## src/rtl/dac_spi_pkg.sv

```systemverilog
// Shared types and constants for the multi-channel LTC2624-style DAC front end.
package dac_spi_pkg;

  localparam int FRAME_W = 32;

  // Command nibbles understood by the DAC
  localparam logic [3:0] CMD_WRITE        = 4'b0000;
  localparam logic [3:0] CMD_UPDATE       = 4'b0001;
  localparam logic [3:0] CMD_WRITE_UPDATE = 4'b0011;
  localparam logic [3:0] CMD_POWER_DOWN   = 4'b0100;

  // Broadcast address; never produced by the scheduler since channel count stays below 16
  localparam logic [3:0] ADDR_ALL = 4'hF;

  typedef enum logic [2:0] {
    ST_IDLE,
    ST_SETUP,
    ST_SHIFT,
    ST_HOLD,
    ST_GAP
  } spi_state_t;

  // 32-bit frame: 8 don't-care bits, command, address, left-justified sample
  function automatic logic [FRAME_W-1:0] build_frame(input logic [3:0]  cmd,
                                                     input logic [3:0]  addr,
                                                     input logic [15:0] data16);
    return {8'h00, cmd, addr, data16};
  endfunction

endpackage

```

## src/rtl/spi_shift32.sv

```systemverilog
// 32-bit SPI frame engine: SCK divider, CS framing, shift-out on SCK fall,
// shift-in on SCK rise, start/done handshake with the scheduler.
module spi_shift32
  import dac_spi_pkg::*;
#(
  parameter int SCK_DIV = 2
) (
  input  logic               clk,
  input  logic               rst_n,
  input  logic               start,
  input  logic [FRAME_W-1:0] frame,
  input  logic               miso,
  output logic               ready,
  output logic               busy,
  output logic               done,
  output logic [FRAME_W-1:0] rx_word,
  output logic               cs_n,
  output logic               sck,
  output logic               mosi
);

  // GAP plus the single IDLE cycle before the next SETUP adds up to two half-periods
  localparam logic [8:0] DIV_LAST = 9'(SCK_DIV - 1);
  localparam logic [8:0] GAP_LAST = 9'(2 * SCK_DIV - 2);

  spi_state_t         state_reg, state_next;
  logic [8:0]         div_reg;
  logic [5:0]         hp_reg;
  logic [FRAME_W-1:0] tx_reg, rx_reg, rx_word_reg;
  logic               done_reg;
  logic               tick, gap_end;

  assign tick    = (div_reg == DIV_LAST);
  assign gap_end = (div_reg == GAP_LAST);

  // State register; async reset drops CS immediately through the output decode
  always_ff @(posedge clk or negedge rst_n) begin
    if (!rst_n) state_reg <= ST_IDLE;
    else        state_reg <= state_next;
  end

  // Next-state decode, one half-period per step except the 64-step SHIFT
  always_comb begin
    state_next = state_reg;
    case (state_reg)
      ST_IDLE:  if (start) state_next = ST_SETUP;
      ST_SETUP: if (tick) state_next = ST_SHIFT;
      ST_SHIFT: if (tick && hp_reg == 6'd63) state_next = ST_HOLD;
      ST_HOLD:  if (tick) state_next = ST_GAP;
      ST_GAP:   if (gap_end) state_next = ST_IDLE;
      default:  state_next = ST_IDLE;
    endcase
  end

  // Pin decode: SCK is high on the even SHIFT half-periods (the first one rises)
  always_comb begin
    cs_n  = !(state_reg == ST_SETUP || state_reg == ST_SHIFT || state_reg == ST_HOLD);
    sck   = (state_reg == ST_SHIFT) && !hp_reg[0];
    busy  = (state_reg != ST_IDLE);
    ready = (state_reg == ST_IDLE);
  end

  assign mosi    = tx_reg[FRAME_W-1];
  assign done    = done_reg;
  assign rx_word = rx_word_reg;

  // Divider, half-period counter, shift registers and the end-of-frame pulse
  always_ff @(posedge clk or negedge rst_n) begin
    if (!rst_n) begin
      div_reg     <= '0;
      hp_reg      <= '0;
      tx_reg      <= '0;
      rx_reg      <= '0;
      rx_word_reg <= '0;
      done_reg    <= 1'b0;
    end else begin
      done_reg <= 1'b0;
      case (state_reg)
        ST_IDLE: begin
          div_reg <= '0;
          hp_reg  <= '0;
          if (start) tx_reg <= frame;
        end
        ST_SETUP: div_reg <= tick ? 9'd0 : div_reg + 9'd1;
        ST_SHIFT: begin
          // DAC output is captured in the first cycle SCK is high
          if (!hp_reg[0] && div_reg == 9'd0) rx_reg <= {rx_reg[FRAME_W-2:0], miso};
          if (tick) begin
            div_reg <= '0;
            // hp stays at 63 into HOLD so SCK cannot pulse on the transition
            if (hp_reg != 6'd63) hp_reg <= hp_reg + 6'd1;
            // leaving a high half-period is an SCK fall: present the next bit
            if (!hp_reg[0]) tx_reg <= {tx_reg[FRAME_W-2:0], 1'b0};
          end else begin
            div_reg <= div_reg + 9'd1;
          end
        end
        ST_HOLD: begin
          div_reg <= tick ? 9'd0 : div_reg + 9'd1;
          if (tick) begin
            done_reg    <= 1'b1;
            rx_word_reg <= rx_reg;
          end
        end
        ST_GAP:  div_reg <= gap_end ? 9'd0 : div_reg + 9'd1;
        default: div_reg <= '0;
      endcase
    end
  end

endmodule

```

## src/rtl/dac_spi_multi.sv

```systemverilog
// Multi-channel DAC front end: shadow bank, dirty vector, round-robin
// scheduler and frame assembly around the spi_shift32 engine.
module dac_spi_multi
  import dac_spi_pkg::*;
#(
  parameter int         CHANNELS = 4,
  parameter int         DATA_W   = 12,
  parameter int         SCK_DIV  = 2,
  parameter logic [3:0] CMD      = CMD_WRITE_UPDATE,
  localparam int        CH_W     = $clog2(CHANNELS)
) (
  input  logic                CLK50MHZ,
  input  logic                RST,
  input  logic                wr_en,
  input  logic                wr_all,
  input  logic [CH_W-1:0]     wr_ch,
  input  logic [DATA_W-1:0]   wr_data,
  output logic [CHANNELS-1:0] pending,
  output logic                busy,
  output logic                done,
  output logic [CH_W-1:0]     done_ch,
  output logic [31:0]         readback,
  output logic                DAC_CS,
  output logic                DAC_CLR,
  output logic                SPI_SCK,
  output logic                SPI_MOSI,
  input  logic                DAC_OUT
);

  logic [DATA_W-1:0]   shadow_reg [CHANNELS];
  logic [CHANNELS-1:0] pending_reg, pending_next, wr_hit, clr_mask;
  logic [CH_W-1:0]     rr_reg, cur_ch_reg, sel;
  logic [CH_W:0]       idx;
  logic                found, start, ready, wr_ok, clr_reg;
  logic [15:0]         data16;
  logic [FRAME_W-1:0]  frame;

  // Out-of-range channel numbers are dropped
  assign wr_ok = ({1'b0, wr_ch} < (CH_W + 1)'(CHANNELS));

  for (genvar gi = 0; gi < CHANNELS; gi++) begin : g_hit
    assign wr_hit[gi] = wr_en && (wr_all || (wr_ok && (wr_ch == CH_W'(gi))));
  end

  // Shadow bank: latest value per channel, coalesced until sent
  always_ff @(posedge CLK50MHZ or negedge RST) begin
    if (!RST) begin
      for (int i = 0; i < CHANNELS; i++) shadow_reg[i] <= '0;
    end else begin
      for (int i = 0; i < CHANNELS; i++) if (wr_hit[i]) shadow_reg[i] <= wr_data;
    end
  end

  // Round-robin pick: first pending channel at or after rr_reg, wrapping
  always_comb begin
    sel   = rr_reg;
    found = 1'b0;
    idx   = '0;
    for (int k = 0; k < CHANNELS; k++) begin
      idx = {1'b0, rr_reg} + (CH_W + 1)'(k);
      if (idx >= (CH_W + 1)'(CHANNELS)) idx = idx - (CH_W + 1)'(CHANNELS);
      if (!found && pending_reg[idx[CH_W-1:0]]) begin
        found = 1'b1;
        sel   = idx[CH_W-1:0];
      end
    end
  end

  assign start    = ready && found;
  assign clr_mask = CHANNELS'(start) << sel;
  // A write in the same cycle as the clear re-arms the channel
  assign pending_next = (pending_reg & ~clr_mask) | wr_hit;

  // Frame latched by the engine on SETUP entry, so later writes never corrupt it
  assign data16 = 16'(shadow_reg[sel]) << (16 - DATA_W);
  assign frame  = build_frame(CMD, 4'(sel), data16);

  // Dirty vector, scheduler pointer and the channel of the frame in flight
  always_ff @(posedge CLK50MHZ or negedge RST) begin
    if (!RST) begin
      pending_reg <= '0;
      rr_reg      <= '0;
      cur_ch_reg  <= '0;
    end else begin
      pending_reg <= pending_next;
      if (start) begin
        rr_reg     <= (sel == CH_W'(CHANNELS - 1)) ? '0 : sel + 1'b1;
        cur_ch_reg <= sel;
      end
    end
  end

  // DAC clear held while in reset, released on the first edge afterwards
  always_ff @(posedge CLK50MHZ or negedge RST) begin
    if (!RST) clr_reg <= 1'b0;
    else      clr_reg <= 1'b1;
  end

  spi_shift32 #(.SCK_DIV(SCK_DIV)) u_shift (
    .clk     (CLK50MHZ),
    .rst_n   (RST),
    .start   (start),
    .frame   (frame),
    .miso    (DAC_OUT),
    .ready   (ready),
    .busy    (busy),
    .done    (done),
    .rx_word (readback),
    .cs_n    (DAC_CS),
    .sck     (SPI_SCK),
    .mosi    (SPI_MOSI)
  );

  assign pending = pending_reg;
  assign done_ch = cur_ch_reg;
  assign DAC_CLR = clr_reg;

endmodule

```

## config.mk

```make
export PLATFORM = sky130hd
export DESIGN_NAME = dac_spi_multi
export DESIGN_NICKNAME = d
export VERILOG_FILES = /design/src/rtl/dac_spi_pkg.sv /design/src/rtl/spi_shift32.sv /design/src/rtl/dac_spi_multi.sv
export SDC_FILE = /design/constraint.sdc
export NUM_CORES = 1
export LEC_CHECK = 0
export BUFFER_PORTS_ARGS = -buffer_cell sky130_fd_sc_hd__buf_2
export CAP_MARGIN = 40
export CORE_AREA = 10 10 130 132
export CTS_BUF_LIST = sky130_fd_sc_hd__clkbuf_2 sky130_fd_sc_hd__clkbuf_4 sky130_fd_sc_hd__clkbuf_8
export DETAILED_ROUTE_END_ITERATION = 16
export DIE_AREA = 0 0 140 142
export PLACE_DENSITY_LB_ADDON = 0.1
export SLEW_MARGIN = 20
export SYNTH_ARGS = -nofsm -noshare
export SYNTH_HDL_FRONTEND = slang
export SYNTH_HIERARCHICAL = 1
export SYNTH_SLANG_ARGS = --single-unit
```

## constraint.sdc

```tcl
create_clock -name CLK50MHZ -period 2.1 [get_ports CLK50MHZ]
set_input_delay 0.42 -clock CLK50MHZ [delete_from_list [all_inputs] [get_ports CLK50MHZ]]
set_output_delay 0.42 -clock CLK50MHZ [all_outputs]
set_load 0.005 [all_outputs]
```

==> impl_metrics.yaml, run 1 <==
sta:
  finalMaxSlewViolations: 0
  skew_ns: 0.0152
  finalCritPeriodShare_pct: 98.7
  rsz0062_at_grt: "true"
  holdWs_ns: 0.185
  timing.final.ws_setup_ns: 0.0274
  hold_viol_final: 0
  period_needed_ns: 2.07
  setup_viol: 0
  fmax_ghz: 0.482
synth:
  synthDistinctLibCells: 64
  netlist_area_mm2: 0.00773
  synth-async-reset-ratio_pct: 100
  synth_ff_type: "dfrtp_1"
  synth_area_per_cell_um2: 13.4
  syn-instance-count: 576
  synth_enable_flop_cells: 0
  seq_area_frac_synth_pct: 55.6
  yosys_warnings: 6
  synth-seq-cells: 172
global_route:
  grt_first_pass_wirelength_mm: 25.2
  grt_max_degree: 50
  grt_usage_pct: 15.2
  antenna_found_initial: 0
  grt-ovfl-total: 0
  grt_pass1_vias: 5132
route:
  drt_wl_total_mm: 14.9
  drtIter0Drc: 283
  wl_per_cell_um: 16.9
  via_per_inst: 5.44
  drc_errors: 0
  detail-route-antenna-nets: 0
  num_vias: 4814
  drt_first_pass_iters: 4
min_path:
  min_path_cells: 2
  hold_path_class: "input port to flop"
placed_design:
  pre_cts_ws_ns: -0.0263
  port_buffers: 62
  hpwl_mm: 10.1
  gp_congestion: 0.803
worst_setup_path:
  crit_path_end_kind: "flop"
  start_kind: "flop"
  critPathKind: "flop to flop"
  path_max_fanout: 27
  rr_worst_depth: 9
  required_ns: 2.43
  crit_slowest_cell: "dfrtp_1"
  max_stage_delay_ns: 0.42
  cp_cell_sequence: "buf_4, nor3_4, nor4_4, nor2_4, inv_8, nand2_1, a32oi_1, mux2_2, mux2_1"
  cp.arrival_ns: 2.40
clock_tree:
  cts_root_buffer: "clkbuf_8"
  cts_max_level: 4
  clkSinkCount: 172
  clock_latency_ns: 0.44
  clk_path_buf_depth: 2
  path_clk_slew_ns: 0.09
  cts_tree: "yes"
  cts_buffers: 17
final_layout:
  num_antenna_cells: 0
  largest_reg_flops: 48
  utilization_pct: 62.6
  fin_nets: 712
  drive_gt1_share_pct: 42.2
  synthToLayoutAreaGrowth_pct: 15.8
pwr:
  power.leakage_nw: 4.37
  peakVddDrop_mv: 0.501
  p_clk_share_pct: 34.6
  seqPwrFrac_pct: 58.7
  p_switching_mw: 1.49
  intPower_mw: 4.59
  p_comb_share_pct: 6.6
  swShare_pct: 24.5
  p_per_area_mw_per_mm2: 679
floorplan:
  chipWidth_um: 140
  die_h_um: 142
  dieArea_mm2: 0.0199
  core_area_mm2: 0.0143
  rows: 44
  initial_core_util_pct: 54.0
  num_io_pins: 63
job:
  timing.max_cap.violations: 0
status:
  status: "finished, final reports clean"
cell usage after synthesis (all sizes together) (3+ instances only):
cell type  instances  share of area, %
a21o               3              0.29
a21oi             17               1.1
a32oi             12               1.4
and3               3              0.24
buf               25               2.4
clkbuf             4              0.19
dfrtp            172                56
ha                 5              0.81
inv               11              0.63
mux2             174                25
nand2             48               2.3
nand3             10              0.71
nand4              4              0.40
nor2              18               1.0
nor2b              7              0.70
nor3               5              0.39
nor4               3              0.63
o211ai             3              0.29
o21ai             12              0.78
o31ai              4              0.52
xor2               6              0.68
placed cells by master, fill, tap and decap left out, types with 3 or more instances in the layout:
| cell | netlist | final |
|---|---|---|
| a21o_1 | 3 | 3 |
| a21oi_1 | 17 | 15 |
| a32oi_1 | 12 | 12 |
| and3_1 | 3 | 3 |
| buf_12 | 0 | 6 |
| buf_2 | 10 | 61 |
| buf_4 | 7 | 34 |
| buf_6 | 6 | 3 |
| clkbuf_8 | 0 | 19 |
| clkinv_2 | 0 | 4 |
| clkinvlp_4 | 0 | 4 |
| conb_1 | 2 | 19 |
| dfrtp_1 | 172 | 171 |
| ha_1 | 5 | 5 |
| inv_1 | 9 | 9 |
| mux2_1 | 39 | 39 |
| mux2_2 | 135 | 135 |
| nand2_1 | 48 | 48 |
| nand3_1 | 9 | 9 |
| nand4_1 | 3 | 3 |
| nor2_1 | 16 | 16 |
| nor2b_1 | 5 | 5 |
| nor3_1 | 4 | 3 |
| o211ai_1 | 3 | 3 |
| o21ai_0 | 10 | 7 |
| o21ai_1 | 2 | 4 |
| xor2_1 | 6 | 6 |
path summary, 6_finish.rpt:
path | to | slack [ns] | startpoint
worst max register to register | u_shift/tx_reg[9] | 0.03 | pending[2]
worst min register to register | done_ch[0] | 0.49 | done_ch[0]
worst min-delay path | u_shift/rx_reg[0] | 0.19 | DAC_OUT
min in group asynchronous | u_shift/div_reg[5] | 0.47 | RST
max in group asynchronous | u_shift/rx_reg[5] | 0.96 | RST
worst max-delay path | u_shift/tx_reg[9] | 0.03 | pending[2]
per-layer routing:
metal	up-vias	track usage (%)	wire length [um]
met4	0	3.91	140
met2	68	24.7	7120
met5	-	0	0
met3	12	4.31	552
met1	2459	19.5	7120
li1	2275	-	-
worst max-delay path: cells and delay by family (launching register included):
family	cells	cell delay, ns
flip-flops	1	0.42
AND/OR/NAND/NOR	4	0.60
buffers and inverters	2	0.30
AO/OA/AOI/OAI	1	0.09
multiplexers	2	0.56
kinds of logic after synthesis:
| family | synth area share (%) |
|---|---|
| mux | 25.5 |
| flops | 55.6 |
| simple gates | 7.39 |
| compound gates | 6.42 |
| buf+inv | 3.27 |
| xor+xnor | 0.906 |
| fa+ha+maj | 0.809 |
| other cells | 0.0971 |
metrics by stage:
stage | power [mW] | cell area (um2) | TNS [ns] | cells
final | 6.08 | 8960 | 0 | 885
after global routing | 6.34 | 8960 | -0.760 | 885
after CTS | 6.15 | 8920 | 0 | 884
after detailed placement | 4.04 | 8540 | -0.0746 | 850
after global placement | 4.01 | 8540 | 0 | 850
after floorplan | 3.85 | 7820 | 0 | 593
cell type report:
cell class / count / area [um2]
inverters: 11 / 48.8
flip-flops and latches: 172 / 4310
multi-input cells: 381 / 3290
fillers: 1109 / 5360
clock inverters: 12 / 87.6
well taps: 184 / 230
repair buffers: 105 / 724
clock buffers: 20 / 269
timing repair:
| item | 4_1_cts | 5_1_grt |
|---|---|---|
| hold buffers | 1 | 0 |
| pin swaps | 1 | 2 |
| endpoints found under the setup margin | 7 | 33 |
| buffers inserted | 1 | 1 |
| endpoints found under the hold margin | 42 | 0 |
| gates cloned | 0 | 0 |
| resized for setup | 1 | 7 |
power groups by stage:
stage / combinational, mW / clock [mW] / sequential [mW]
floorplan: 0.249 / 0 / 3.60
global placement: 0.387 / 0 / 3.63
detailed placement: 0.409 / 0 / 3.63
CTS: 0.412 / 2.17 / 3.57
global route: 0.454 / 2.30 / 3.59
finish: 0.404 / 2.10 / 3.57
Power figures use the tool's default switching activity.
==> run 2: changes to the inputs <==
Settings changed: CORE_AREA 10 10 130 132 to 2 2 122 124, CTS_CLUSTER_SIZE set to 10, DIE_AREA 0 0 140 142 to 0 0 124 126, PLACE_DENSITY set to 0.76, PLACE_DENSITY_LB_ADDON 0.1 to not set.
==> run 2 against run 1 <==
Effect of this change: combinational power barely moved; register-to-register slack got worse by 0.02 ns; flip-flop and latch count did not move; hold slack got worse by 0.013 ns; via count rose by 0.31%; highest routed layer unchanged; critical path depth fell by 1; critical endpoint unchanged; global-route usage rose by 5.3 points; critical path type unchanged; cell area rose by 0.67%.
==> impl_metrics.yaml, run 2 (same netlist as run 1, synthesis figures left out) <==
status:
  status: "finished, final reports clean"
final_layout:
  drive_gt1_share_pct: 42.1
  stdcell_area_mm2: 0.00902
  final-seq-area_mm2: 0.00431
  synthToLayoutAreaGrowth_pct: 16.6
  fillers: 1066
  largest_reg_flops: 48
  num_antenna_cells: 0
  multi_input_area_mm2: 0.00328
  most-common-layout-cells: "dfrtp_1 (171), mux2_2 (135), buf_2 (61)"
  fin_nets: 716
  layout_commonest_cell: "dfrtp_1"
global_route:
  grt_pass1_vias: 5033
  antenna_found_initial: 0
  grt-ovfl-total: 0
  grt_usage_pct: 20.5
  grt_first_pass_wirelength_mm: 24.9
  grt_max_degree: 52
floorplan:
  rows: 44
  core_area_mm2: 0.0143
  chipWidth_um: 124
  dieArea_mm2: 0.0156
  initial_core_util_pct: 54.0
  die_h_um: 126
  num_io_pins: 63
clock_tree:
  cts_max_level: 4
  cts_root_buffer: "clkbuf_8"
  clk_path_buf_depth: 2
  clock_latency_ns: 0.46
  cts_tree: "yes"
  cts_buffers: 17
  path_clk_slew_ns: 0.09
  clkSinkCount: 172
route:
  drt_first_pass_iters: 4
  drtIter0Drc: 344
  drt_wl_total_mm: 14.7
  detail-route-antenna-nets: 0
  via_per_inst: 5.43
  num_vias: 4829
  wl_per_cell_um: 16.5
  drc_errors: 0
sta:
  setup_viol: 0
  skew_ns: 0.0109
  period_needed_ns: 2.10
  rsz0062_at_grt: "true"
  finalMaxSlewViolations: 0
  holdWs_ns: 0.172
  tns_ns: 0
  fmax_ghz: 0.477
  finalCritPeriodShare_pct: 99.9
  hold_viol_final: 0
pwr:
  power.leakage_nw: 4.39
  p_per_area_mw_per_mm2: 687
  peakVddDrop_mv: 0.752
worst_setup_path:
  start_kind: "flop"
  critPathKind: "flop to flop"
  path_max_fanout: 26
  crit_path_end_kind: "flop"
  cp.arrival_ns: 2.43
  required_ns: 2.43
placed_design:
  gp_congestion: 0.798
  hpwl_mm: 9.82
  dpl-instance-area_mm2: 0.00858
  port_buffers: 62
job:
  timing.max_cap.violations: 0
min_path:
  hold_path_class: "input port to flop"
run 2: metal layers:
metal | vias to the layer above | track usage [%] | wire [um]
met5 | - | 0 | 0
met4 | 0 | 6.81 | 170
met3 | 16 | 4.80 | 516
met2 | 70 | 33.4 | 7560
met1 | 2461 | 27.0 | 6420
li1 | 2282 | - | -
run 2: worst max-delay path, cell delays in order (launching register included):
cell     delay [ns]
dfrtp_1        0.43
nor2b_4        0.16
nor4_4         0.29
nor2_4         0.10
buf_12         0.18
a21oi_1        0.16
a32oi_1        0.07
mux2_2         0.27
mux2_1         0.31
run 2: final cells by class:
| type | count | share of cell area (%) |
|---|---|---|
| Clock buffer | 20 | 3.05 |
| Clock inverter | 12 | 1.29 |
| Inverter | 11 | 0.541 |
| Multi-Input combinational cell | 381 | 36.3 |
| Sequential cell | 172 | 47.8 |
| Tap cell | 184 | 2.55 |
| Timing Repair Buffer | 109 | 8.47 |
run 2: path summary, 6_finish.rpt:
check	from	to	slack [ns]	cells past startpoint
worst max-delay path	pending[0]	u_shift/tx_reg[9]	0.003	8
worst min-delay path	DAC_OUT	u_shift/rx_reg[0]	0.17	2
min in group asynchronous	RST	u_shift/rx_word[17]	0.45	2
worst max register to register	pending[0]	u_shift/tx_reg[9]	0.003	8
max in group asynchronous	RST	u_shift/rx_word[28]	1.02	3
worst min register to register	u_shift/tx_reg[20]	u_shift/tx_reg[20]	0.49	1
run 2: power by group:
| part | switching, mW | internal, mW |
|---|---|---|
| sequential | 0.0923 | 3.48 |
| combinational | 0.189 | 0.214 |
| clock | 1.19 | 1.04 |
run 2: repair_timing:
action                                  in CTS  in global routing
resized for setup                            2                  2
hold endpoints to repair                    45                  0
hold buffers                                 1                  0
pin swaps                                    2                  0
endpoints found under the setup margin       9                 12
buffers inserted                             2                  0
run 2: through the flow:
stage,std cells,util [%],setup slack (ns),power (mW)
after floorplan,593,-,0.0197,3.85
final,889,63.0,0.00270,6.20
after global placement,854,60.0,0.0434,4.01
after CTS,889,63.0,0.00565,6.28
after detailed placement,854,60.0,-0.0435,4.04
after global routing,889,63.0,-0.0767,6.49
==> run 3: changes to the inputs <==
Settings changed: GPL_ROUTABILITY_DRIVEN set to 0, PLACE_DENSITY 0.76 to 0.73.
Clock period 2.1 ns to 2.2 ns, I/O delays scaled along.
==> run 3 against run 2 <==
Effect of this change: worst setup slack better by 0.067 ns; hold slack better by 0.016 ns; wire length is 0.59% lower; total power is 3.6% lower; highest routed layer unchanged; non-clock buffer count is 7 lower; flip-flop and latch count stayed put; sequential power is 4% lower; critical path type unchanged; combinational power is 4% lower; clock power is 2% lower; critical path depth stayed put; first-iteration DRC count is 2.3% lower; via count is 1.3% higher.
==> impl_metrics.yaml, run 3 (same netlist as run 1, synthesis figures left out) <==
status:
  status: "finished, final reports clean"
final_layout:
  layout_commonest_cell: "dfrtp_1"
  largest_reg_flops: 48
  num_antenna_cells: 0
  drive_gt1_share_pct: 41.8
  fin_nets: 709
  synthToLayoutAreaGrowth_pct: 16.2
  most-common-layout-cells: "dfrtp_1 (169), mux2_2 (135), buf_2 (61)"
  utilization_pct: 62.8
pwr:
  power_mw: 5.97
  p_switching_mw: 1.45
  intPower_mw: 4.52
  peakVddDrop_mv: 0.502
  p_comb_share_pct: 6.5
  p_clk_share_pct: 36.5
  seqPwrFrac_pct: 57.1
  swShare_pct: 24.3
  power.leakage_nw: 4.38
  p_per_area_mw_per_mm2: 664
worst_setup_path:
  cp_top_family: "multiplexers"
  critPathKind: "flop to flop"
  cp_cell_sequence: "nor2b_4, nor4_4, nor2_4, buf_12, a21oi_1, a32oi_1, mux2_2, mux2_1"
  rr_worst_depth: 8
  required_ns: 2.54
  path_depth: 8
  worst_r2r_endpoint: "u_shift/tx_reg[10]"
  max_stage_delay_ns: 0.45
  cp-startpoint: "pending[0]"
  path_max_fanout: 26
  cp.arrival_ns: 2.47
  crit_buf_inv: 1
  reg2reg_from: "pending[0]"
  regToRegSetupSlack_ns: 0.07
  start_kind: "flop"
  crit_path_end_kind: "flop"
  crit_slowest_cell: "dfrtp_2"
  crit_end: "u_shift/tx_reg[10]"
sta:
  period_needed_ns: 2.13
  finalCritPeriodShare_pct: 96.8
  skew_ns: 0.0106
  tightest_slew_ns: 0.513
  tns_ns: 0
  hold_viol_final: 0
  fmax_ghz: 0.469
  rsz0062_at_grt: "false"
  finalMaxSlewViolations: 0
  setup_viol: 0
  max_slew_margin_pct: 65.8
floorplan:
  initial_core_util_pct: 54.0
  core_area_mm2: 0.0143
  num_io_pins: 63
  dieArea_mm2: 0.0156
  rows: 44
  die_h_um: 126
  chipWidth_um: 124
clock_tree:
  clock_latency_ns: 0.46
  cts_buffers: 17
  clk_path_buf_depth: 2
  clkSinkCount: 172
  cts_tree: "yes"
  cts_root_buffer: "clkbuf_8"
  cts_max_level: 4
  path_clk_slew_ns: 0.09
job:
  timing.max_cap.violations: 0
route:
  drt_wl_total_mm: 14.6
  drtIter0Drc: 336
  top_layer_used: "met4"
  via_per_inst: 5.55
  wl_met2_mm: 7.56
  dr_wl_met3_um: 523
  drc_errors: 0
  detail-route-antenna-nets: 0
  wl_per_cell_um: 16.5
  drt_first_pass_iters: 4
  num_vias: 4892
  m1WireLength_mm: 6.29
global_route:
  grt_usage_pct: 20.1
  grt_max_degree: 55
  grt_pass1_vias: 5147
  antenna_found_initial: 0
  grt-ovfl-total: 0
  grt_first_pass_wirelength_mm: 24.5
placed_design:
  hpwl_mm: 9.85
  port_buffers: 62
min_path:
  hold_path_class: "input port to flop"
[run 3: cell count changes in the layout (fill, tap and decap cells not counted), moves of 2 or more]
cell | before | now
dfrtp_2 | 1 | 3
buf_12 | 7 | 9
clkinvlp_4 | 5 | 2
dfrtp_1 | 171 | 169
inv_8 | 1 | 3
inv_6 | 0 | 3
buf_4 | 38 | 30
[run 3: repair_timing]
action,CTS,global route
hold buffers,1,0
buffers inserted,0,6
setup endpoints to repair,0,24
hold endpoints to repair,51,0
resized for setup,0,5
[run 3: through the flow]
step	worst slack [ns]	hold slack (ns)	instances	instance area [um2]
finish	0.0699	0.188	882	8990
global route	0.00179	0.174	882	8990
CTS	0.00900	0.163	876	8930
detailed placement	0.0276	0.432	843	8520
global placement	0.134	0.429	843	8520
floorplan	0.0699	0.144	593	7800
[run 3: worst min-delay path by stage]
stage / start / to / slack, ns / cells after the start
detailed placement: RST / u_shift/rx_word[16] / 0.43 / 1
CTS: DAC_OUT / u_shift/rx_reg[0] / 0.16 / 2
finish: DAC_OUT / u_shift/rx_reg[0] / 0.19 / 2
global placement: RST / u_shift/rx_word[15] / 0.43 / 1
global route: DAC_OUT / u_shift/rx_reg[0] / 0.17 / 2
floorplan: RST / DAC_CLR / 0.14 / 0
[run 3: metal layers]
| layer | vias up | global-route usage (%) |
|---|---|---|
| met1 | 2526 | 25.2 |
| met4 | 0 | 7.14 |
| li1 | 2263 | - |
| met3 | 19 | 4.57 |
| met5 | - | 0 |
| met2 | 84 | 34.0 |
[run 3: layout make-up]
| class | count | area [um2] |
|---|---|---|
| Clock buffer | 20 | 269 |
| Clock inverter | 12 | 129 |
| Fill cell | 1122 | 5320 |
| Inverter | 11 | 48.8 |
| Multi-Input combinational cell | 381 | 3270 |
| Sequential cell | 172 | 4310 |
| Tap cell | 184 | 230 |
| Timing Repair Buffer | 102 | 732 |
[run 3: power groups by stage]
stage	clock [mW]	sequential, mW	combinational (mW)
detailed placement	0	3.47	0.395
global placement	0	3.46	0.368
finish	2.18	3.41	0.387
CTS	2.24	3.41	0.396
global route	2.39	3.43	0.436
floorplan	0	3.44	0.238
[run 3: worst register-to-register path, cell delays in order, from the launching register on]
cell     delay, ns
dfrtp_2       0.45
nor2b_4       0.15
nor4_4        0.30
nor2_4        0.10
buf_12        0.17
a21oi_1       0.17
a32oi_1       0.09
mux2_2        0.28
mux2_1        0.29
